--- src/rtl/axi_wb_pkg.sv ---
// Shared definitions for the AXI4 write-burst initiator (axi_wb).
//   - state_e        : FSM state encoding, also exported on the debug port
//   - AXI_BURST_INCR : AWBURST encoding for incrementing bursts
//   - WSTRB_ALL_ONES : wide all-ones strobe word, sliced to DATA_WIDTH/8
//   - axi_size()     : AWSIZE encoding for a given data bus width
package axi_wb_pkg;

  typedef enum logic [2:0] {
    ST_IDLE  = 3'd0,
    ST_AW    = 3'd1,
    ST_FETCH = 3'd2,
    ST_SEND  = 3'd3,
    ST_BWAIT = 3'd4,
    ST_DONE  = 3'd5
  } state_e;

  localparam logic [1:0] AXI_BURST_INCR = 2'b01;

  // Wide enough for a 1024-bit data bus; the top slices what it needs.
  localparam int                   WSTRB_MAX      = 128;
  localparam logic [WSTRB_MAX-1:0] WSTRB_ALL_ONES = '1;

  // AWSIZE = log2(bytes per beat).
  function automatic logic [2:0] axi_size(input int data_width);
    return 3'($clog2(data_width / 8));
  endfunction

endpackage

--- src/rtl/axi_wb_beat_ctr.sv ---
// Beat counter for one write burst.
//   clk, rst : clock, synchronous active-low reset
//   clear    : zero the count (new burst accepted)
//   inc      : advance by one beat (non-final beat handshaked)
//   len      : AXI-encoded burst length (beats = len+1)
//   last     : the beat currently being sent is the final one
// The compare against len is made before any increment, so len = all-ones
// gives 2^LEN_WIDTH beats without the counter ever wrapping.
module axi_wb_beat_ctr #(
  parameter int LEN_WIDTH = 8
) (
  input  logic                 clk,
  input  logic                 rst,
  input  logic                 clear,
  input  logic                 inc,
  input  logic [LEN_WIDTH-1:0] len,
  output logic                 last
);

  logic [LEN_WIDTH-1:0] count_q, count_d;

  always_comb begin
    count_d = count_q;
    if (clear) begin
      count_d = '0;
    end else if (inc) begin
      count_d = count_q + 1'b1;
    end
  end

  always_ff @(posedge clk) begin
    if (!rst) begin
      count_q <= '0;
    end else begin
      count_q <= count_d;
    end
  end

  assign last = (count_q == len);

endmodule

--- src/rtl/axi_wb.sv ---
// AXI4 write-burst initiator. On an accepted start it issues one INCR burst
// on AW, then alternates FETCH (pop one FIFO word into the beat register)
// and SEND (present it on W) for burst_len+1 beats, then waits for B.
// Ports:
//   clk, rst                 : clock, synchronous active-low reset
//   start, base_addr,
//   burst_len                : request; operands latched when start accepted
//   valid                    : burst complete (DONE), held until next start
//   arg_0_out_data,
//   arg_0_read_ready         : FIFO head word / FIFO non-empty
//   arg_0_read_valid         : pop request
//   arg_3_s_axi_aw*          : AXI write address channel
//   arg_3_s_axi_w*           : AXI write data channel (no wlast)
//   arg_3_s_axi_bvalid/bready: AXI write response (response code ignored)
//   dbg_state                : current FSM state
//
// Handshake rule on every channel: a transfer happens on the rising edge
// where valid && ready are both high. Our valid/ready outputs are pure
// decodes of state_q, never of inputs; once raised, valid stays high with
// stable payload until the transfer happens. A ready seen from the other
// side before our valid rises is legal and completes on the first cycle
// our valid is high.
module axi_wb
  import axi_wb_pkg::*;
#(
  parameter int ADDR_WIDTH = 16,
  parameter int DATA_WIDTH = 32,
  parameter int LEN_WIDTH  = 8
) (
  input  logic                    clk,
  input  logic                    rst,
  input  logic                    start,
  input  logic [ADDR_WIDTH-1:0]   base_addr,
  input  logic [LEN_WIDTH-1:0]    burst_len,
  output logic                    valid,
  input  logic [DATA_WIDTH-1:0]   arg_0_out_data,
  input  logic                    arg_0_read_ready,
  output logic                    arg_0_read_valid,
  output logic [ADDR_WIDTH-1:0]   arg_3_s_axi_awaddr,
  output logic [1:0]              arg_3_s_axi_awburst,
  output logic [LEN_WIDTH-1:0]    arg_3_s_axi_awlen,
  output logic [2:0]              arg_3_s_axi_awsize,
  output logic                    arg_3_s_axi_awvalid,
  input  logic                    arg_3_s_axi_awready,
  output logic [DATA_WIDTH-1:0]   arg_3_s_axi_wdata,
  output logic [DATA_WIDTH/8-1:0] arg_3_s_axi_wstrb,
  output logic                    arg_3_s_axi_wvalid,
  input  logic                    arg_3_s_axi_wready,
  input  logic                    arg_3_s_axi_bvalid,
  output logic                    arg_3_s_axi_bready,
  output state_e                  dbg_state
);

  localparam int STRB_WIDTH = DATA_WIDTH / 8;

  state_e                  state_q, state_d;
  logic [ADDR_WIDTH-1:0]   addr_q, addr_d;
  logic [LEN_WIDTH-1:0]    len_q, len_d;
  logic [DATA_WIDTH-1:0]   wdata_q, wdata_d;
  logic                    ctr_clear, ctr_inc, ctr_last;

  axi_wb_beat_ctr #(
    .LEN_WIDTH(LEN_WIDTH)
  ) u_beat_ctr (
    .clk  (clk),
    .rst  (rst),
    .clear(ctr_clear),
    .inc  (ctr_inc),
    .len  (len_q),
    .last (ctr_last)
  );

  always_ff @(posedge clk) begin
    if (!rst) begin
      state_q <= ST_IDLE;
      addr_q  <= '0;
      len_q   <= '0;
      wdata_q <= '0;
    end else begin
      state_q <= state_d;
      addr_q  <= addr_d;
      len_q   <= len_d;
      wdata_q <= wdata_d;
    end
  end

  always_comb begin
    state_d             = state_q;
    addr_d              = addr_q;
    len_d               = len_q;
    wdata_d             = wdata_q;
    ctr_clear           = 1'b0;
    ctr_inc             = 1'b0;
    valid               = 1'b0;
    arg_0_read_valid    = 1'b0;
    arg_3_s_axi_awvalid = 1'b0;
    arg_3_s_axi_wvalid  = 1'b0;
    arg_3_s_axi_bready  = 1'b0;

    case (state_q)
      ST_IDLE: begin
        if (start) begin
          addr_d    = base_addr;
          len_d     = burst_len;
          ctr_clear = 1'b1;
          state_d   = ST_AW;
        end
      end
      ST_AW: begin
        arg_3_s_axi_awvalid = 1'b1;
        if (arg_3_s_axi_awready) begin
          state_d = ST_FETCH;
        end
      end
      ST_FETCH: begin
        arg_0_read_valid = 1'b1;
        if (arg_0_read_ready) begin
          wdata_d = arg_0_out_data;
          state_d = ST_SEND;
        end
      end
      ST_SEND: begin
        arg_3_s_axi_wvalid = 1'b1;
        if (arg_3_s_axi_wready) begin
          if (ctr_last) begin
            state_d = ST_BWAIT;
          end else begin
            ctr_inc = 1'b1;
            state_d = ST_FETCH;
          end
        end
      end
      ST_BWAIT: begin
        arg_3_s_axi_bready = 1'b1;
        if (arg_3_s_axi_bvalid) begin
          state_d = ST_DONE;
        end
      end
      ST_DONE: begin
        valid = 1'b1;
        // Back-to-back bursts skip IDLE.
        if (start) begin
          addr_d    = base_addr;
          len_d     = burst_len;
          ctr_clear = 1'b1;
          state_d   = ST_AW;
        end
      end
      default: begin
        state_d = ST_IDLE;
      end
    endcase
  end

  assign arg_3_s_axi_awaddr  = addr_q;
  assign arg_3_s_axi_awlen   = len_q;
  assign arg_3_s_axi_awburst = AXI_BURST_INCR;
  assign arg_3_s_axi_awsize  = axi_size(DATA_WIDTH);
  assign arg_3_s_axi_wdata   = wdata_q;
  assign arg_3_s_axi_wstrb   = WSTRB_ALL_ONES[STRB_WIDTH-1:0];
  assign dbg_state           = state_q;

endmodule

--- config.mk ---
export PLATFORM = sky130hd
export DESIGN_NAME = axi_wb
export DESIGN_NICKNAME = d
export VERILOG_FILES = /design/src/rtl/axi_wb_pkg.sv /design/src/rtl/axi_wb_beat_ctr.sv /design/src/rtl/axi_wb.sv
export SDC_FILE = /design/constraint.sdc
export NUM_CORES = 1
export LEC_CHECK = 0
export BUFFER_PORTS_ARGS = -buffer_cell sky130_fd_sc_hd__buf_4
export CORE_UTILIZATION = 50
export DETAILED_ROUTE_END_ITERATION = 10
export PLACE_DENSITY_LB_ADDON = 0.08
export SLEW_MARGIN = 25
export SYNTH_ARGS = -nofsm -noshare
export SYNTH_HDL_FRONTEND = slang
export SYNTH_HIERARCHICAL = 1
export SYNTH_SLANG_ARGS = --single-unit
--- constraint.sdc ---
create_clock -name clk -period 5.45 [get_ports clk]
set_input_delay 0.2725 -clock clk [delete_from_list [all_inputs] [get_ports clk]]
set_output_delay 0.2725 -clock clk [all_outputs]
set_load 0.01 [all_outputs]
---- Word level (Yosys, flattened, before mapping) ----
Cells that the tools add are included.
word-level totals
  flip-flop bits (word level) ............. 67
  input port bits ......................... 63
  output and inout bits ................... 73
  word-level logic and storage cells ...... 41
operators by class
  add/subtract/negate cells ............... 1
  eq/ne operators ......................... 11
  muxes and demuxes ....................... 17
  bitwise gates (word level) .............. 1
  reduce and logical (&&, ||, !) cells .... 6
operators by type and width
  kind                                                                     number
  3-bit two-way mux                                                        6
  3-bit one-hot mux with 5 select lines                                    1
  1-bit two-way mux                                                        10
  8-bit by 1-bit adder with 8-bit output, second input constant            1
  8-bit equality test                                                      1
  2-bit inequality test, second input constant                             4
  3-bit by 2-bit equality test with 1-bit output, second input constant    2
  3-bit equality test, second input constant                               2
  5-bit AND reduction                                                      1
  2-bit AND reduction                                                      2
  2-bit OR reduction                                                       2
  3-bit by 1-bit equality test with 1-bit output, second input constant    1
  3-bit logical NOT                                                        1
  2-bit by 1-bit inequality test with 1-bit output, second input constant  1
  1-bit NOT                                                                1

---- Logic depth before layout (Yosys ltp) ----
  word-level depth ........................ 4
  mapped depth ............................ 9
  depth with buffers taken out ............ 7

---- Modules after synthesis ----
Netlist, hierarchy kept.
by module, submodules not included
  module           instances  cells an instance  area each (sq um)  sequential area each (sq um)
  axi_wb           1          302                2577.5             1181.1
  axi_wb_beat_ctr  1          50                 434.2              160.2

---- Worst setup path after synthesis ----
OpenSTA, ideal clock, no wires.
  path kind ............................... flip-flop to flip-flop
  from .................................... reg state_q[2], in the netlist dbg_state[2]
  to ...................................... reg u_beat_ctr.count_q[5]
  library setup time ...................... 70 ps
  arrival ................................. 1794 ps
  required time ........................... 5380 ps
  setup slack ............................. 3586 ps
  cell stages (with the launch flop) ...... 8
  buffers on the path ..................... 2
  clock period less this slack ............ 1864 ps
  path through ............................ dfxtp_1 buf_4 nand2b_1 nor4b_1 clkbuf_2 nand4_2 or3_1 a21oi_1
between the ends
  elaborated cells between the ends (all ways) .. 7
  those cells by class .................... eq/ne: 2; mux: 2; reduce/logical: 3
RTL lines
  what                                            line                   RTL
  from (decl)                                     axi_wb.sv:56           state_e state_q, state_d;
  from (signal assigned)                          axi_wb.sv:80           state_q <= state_d;
  3-bit by 2-bit equality test with 1-bit output  axi_wb.sv:100          case (state_q)
  1-bit two-way mux                               axi_wb.sv:100
  net ctr_inc                                     axi_wb.sv:60           logic ctr_clear, ctr_inc, ctr_last;
  to (signal assigned)                            axi_wb_beat_ctr.sv:35  count_q <= count_d;
  to (decl)                                       axi_wb_beat_ctr.sv:20  logic [LEN_WIDTH-1:0] count_q, count_d;
The timed path passes the listed nets, and every way through them passes these cells.
A chain may end at the register's enable or synchronous reset.

---- Final worst setup path ----
  from .................................... reg state_q[0], in the netlist dbg_state[0]
  to ...................................... reg u_beat_ctr.count_q[7]
Same word-level chain as after synthesis.

==> results.py <==
metrics = {
    "route": {
        "drtIter0Drc": 82,
        "finalWirelength_mm": 7.01,
        "vias": 2717,
        "drtPass1Iterations": 4,
        "routedWlPerCell_um": 13.1,
        "antenna_left": 0,
        "drc": 0,
        "avgViaCountPerCell": 5.07,
    },
    "clock_network": {
        "cts_max_path_buffers": 2,
        "clk_pin_slew_ps": 70,
        "cts.repair.resized": 0,
        "cts_setup_buffers": 0,
        "cts_buffers": 9,
        "h-tree-depth": 3,
        "holdBufCountCts": 0,
        "cts_sinks": 67,
        "clk_latency_ps": 340,
        "cts_tree": "done",
        "root_buffer": "clkbuf_8",
    },
    "grt": {
        "grt_pass1_wl_mm": 11.1,
        "grt_start_max_net_pins": 64,
        "gr-total-overflow": 0,
        "grt_use_total_pct": 22.5,
        "grt_pass1_vias": 2479,
        "antenna_found_initial": 0,
    },
    "worst_setup_path": {
        "critPathMaxFanout": 19,
        "critPathKind": "flip-flop to flip-flop",
        "cp-end-kind": "flip-flop",
        "required_ps": 5710,
        "worstSetupStartpointType": "flip-flop",
        "arrival_ps": 2520,
        "rrSetupSlack_ps": 3180,
    },
    "power": {
        "ir_drop_mv": 0.258,
        "cellPowerDensity_mw_per_mm2": 338,
        "p_total_mw": 1.37,
        "leakage_nw": 1.71,
    },
    "placed_design": {
        "io_buffer_count": 126,
        "place_inst": 520,
        "gp_congestion": 0.770,
        "hpwl_mm": 4.79,
    },
    "layout": {
        "nets": 523,
        "utilization_pct": 72.1,
        "final_cells": 536,
        "diodes": 0,
        "area_growth_pct": 35.1,
        "layout-drive-gt1-share_pct": 32.1,
    },
    "die": {
        "rows": 27,
        "io_pins": 136,
        "core_mm2": 0.00564,
        "die_area_mm2": 0.00634,
        "start_util_pct": 53.4,
        "dieWidth_um": 79.6,
        "die_y_um": 79.6,
    },
    "flow_run": {
        "maxCapViolCount": 0,
    },
    "status": {
        "status": "complete, no violations",
    },
    "logic_synthesis": {
        "synth_area_per_cell_um2": 8.56,
        "ys_ff_latch": 67,
        "synth-seq-area-share_pct": 44.5,
        "yosys-top-cells-area": "dfxtp_1, a21boi_1, nand2_1, o21ai_0, nand3_1",
        "yosysTopAreaCell": "dfxtp_1",
        "synth_area_mm2": 0.00301,
        "ys_warn_count": 6,
        "ys.flop_type": "dfxtp_1",
        "synth_edf_count": 0,
        "synth_top_area_share_pct": 44.5,
        "async_flop_share_pct": 0,
        "ys_types": 41,
        "synth_cells": 352,
    },
    "timing": {
        "report.final.slew_viol_count": 0,
        "holdWs_ps": 177,
        "clock-skew-final_ps": 11.4,
        "hold_viol_final": 0,
        "fmax_ghz": 0.441,
        "rsz0062_at_grt": "false",
        "period_minus_slack_ps": 2270,
        "timing.final.crit_share_pct": 41.6,
        "relSlewSlack_pct": 36.6,
        "setup-tns-final_ps": 0,
        "tightestPinTransition_ps": 947,
        "setup_violations": 0,
    },
    "hold_path": {
        "hold_path_class": "input port to flip-flop",
    },
}
## where the power goes
part,switching [mW],leakage (nW),internal [mW]
sequential,0.0527,0.544,0.537
clock,0.182,0.0991,0.222
combinational,0.203,1.06,0.177
## worst max-delay path, cell delays in order (launching register included)
cell	delay [ps]
dfxtp_1	810
inv_1	160
nor4b_1	350
buf_4	210
nand4_2	130
or3_1	370
a21oi_1	140
## per-layer routing
layer	global-route usage, %	wire, µm	vias to the layer above
li1	-	-	1388
met1	26.0	3150	1228
met2	38.7	3280	93
met3	7.54	509	8
met4	7.09	74	0
met5	0	0	-
## placed cells by master, fill, tap and decap left out, types with 2 or more instances in the layout
| cell type | synthesis | layout |
|---|---|---|
| xnor2_1 | 9 | 9 |
| conb_1 | 2 | 9 |
| nand3_1 | 26 | 26 |
| a21boi_1 | 51 | 51 |
| dfxtp_1 | 67 | 67 |
| inv_1 | 2 | 2 |
| o21ai_0 | 27 | 27 |
| mux2i_1 | 2 | 2 |
| clkinv_2 | 0 | 3 |
| a21boi_0 | 5 | 5 |
| clkbuf_8 | 0 | 10 |
| xor2_1 | 3 | 3 |
| nand4_1 | 5 | 5 |
| or3_1 | 3 | 3 |
| nand2_1 | 68 | 68 |
| a21oi_1 | 4 | 4 |
| nor2_1 | 13 | 13 |
| buf_4 | 14 | 128 |
| nand2b_1 | 6 | 6 |
## flip-flops by register name, summed over array words and instances, names as in the netlist
| register | flops |
|---|---|
| dbg_state | 3 |
| arg_3_s_axi_wdata | 32 |
| arg_3_s_axi_awlen | 8 |
| arg_3_s_axi_awaddr | 16 |
| u_beat_ctr/count_q | 8 |
## Yosys cell counts (3+ instances only)
master	number
nand2b_1	6
xor2_1	3
nor2_1	13
nand3_1	26
a21boi_0	5
dfxtp_1	67
nand4_1	5
buf_2	8
a21boi_1	51
or3_1	3
nand2_1	68
o21ai_0	27
xnor2_1	9
clkbuf_1	13
a21oi_1	4
buf_4	14
## logic make-up after synthesis
kind of cell | share of synthesized area, %
other cells | 0.249
fa+ha+maj | 0.415
compound gates | 21.1
flops | 44.5
buf+inv | 7.77
mux | 1.16
xor+xnor | 4.57
simple gates | 20.1
## through the flow
step                      cell area, µm²  worst slack, ps
after detailed placement            3880             3220
after CTS                           4070             3180
after global routing                4070             2910
final                               4070             3180
after global placement              3860             3350
after floorplan                     3040             3590
## final cells by class
class / instances / area (µm²)
flip-flops and latches: 67 / 1340
fillers: 471 / 1570
clock inverters: 5 / 52.6
well taps: 72 / 90.1
inverters: 2 / 7.51
multi-input cells: 251 / 1480
clock buffers: 11 / 141
repair buffers: 128 / 961
## path summary, 6_finish.rpt
kind / depth (start not counted) / endpoint / startpoint
worst max register to register: 6 / u_beat_ctr/count_q[7] / dbg_state[0]
worst min-delay path: 3 / arg_3_s_axi_wdata[6] / arg_0_out_data[6]
worst min register to register: 2 / arg_3_s_axi_wdata[12] / arg_3_s_axi_wdata[12]
worst max-delay path: 6 / u_beat_ctr/count_q[7] / dbg_state[0]
No activity file was read; power rests on OpenSTA's default activity.
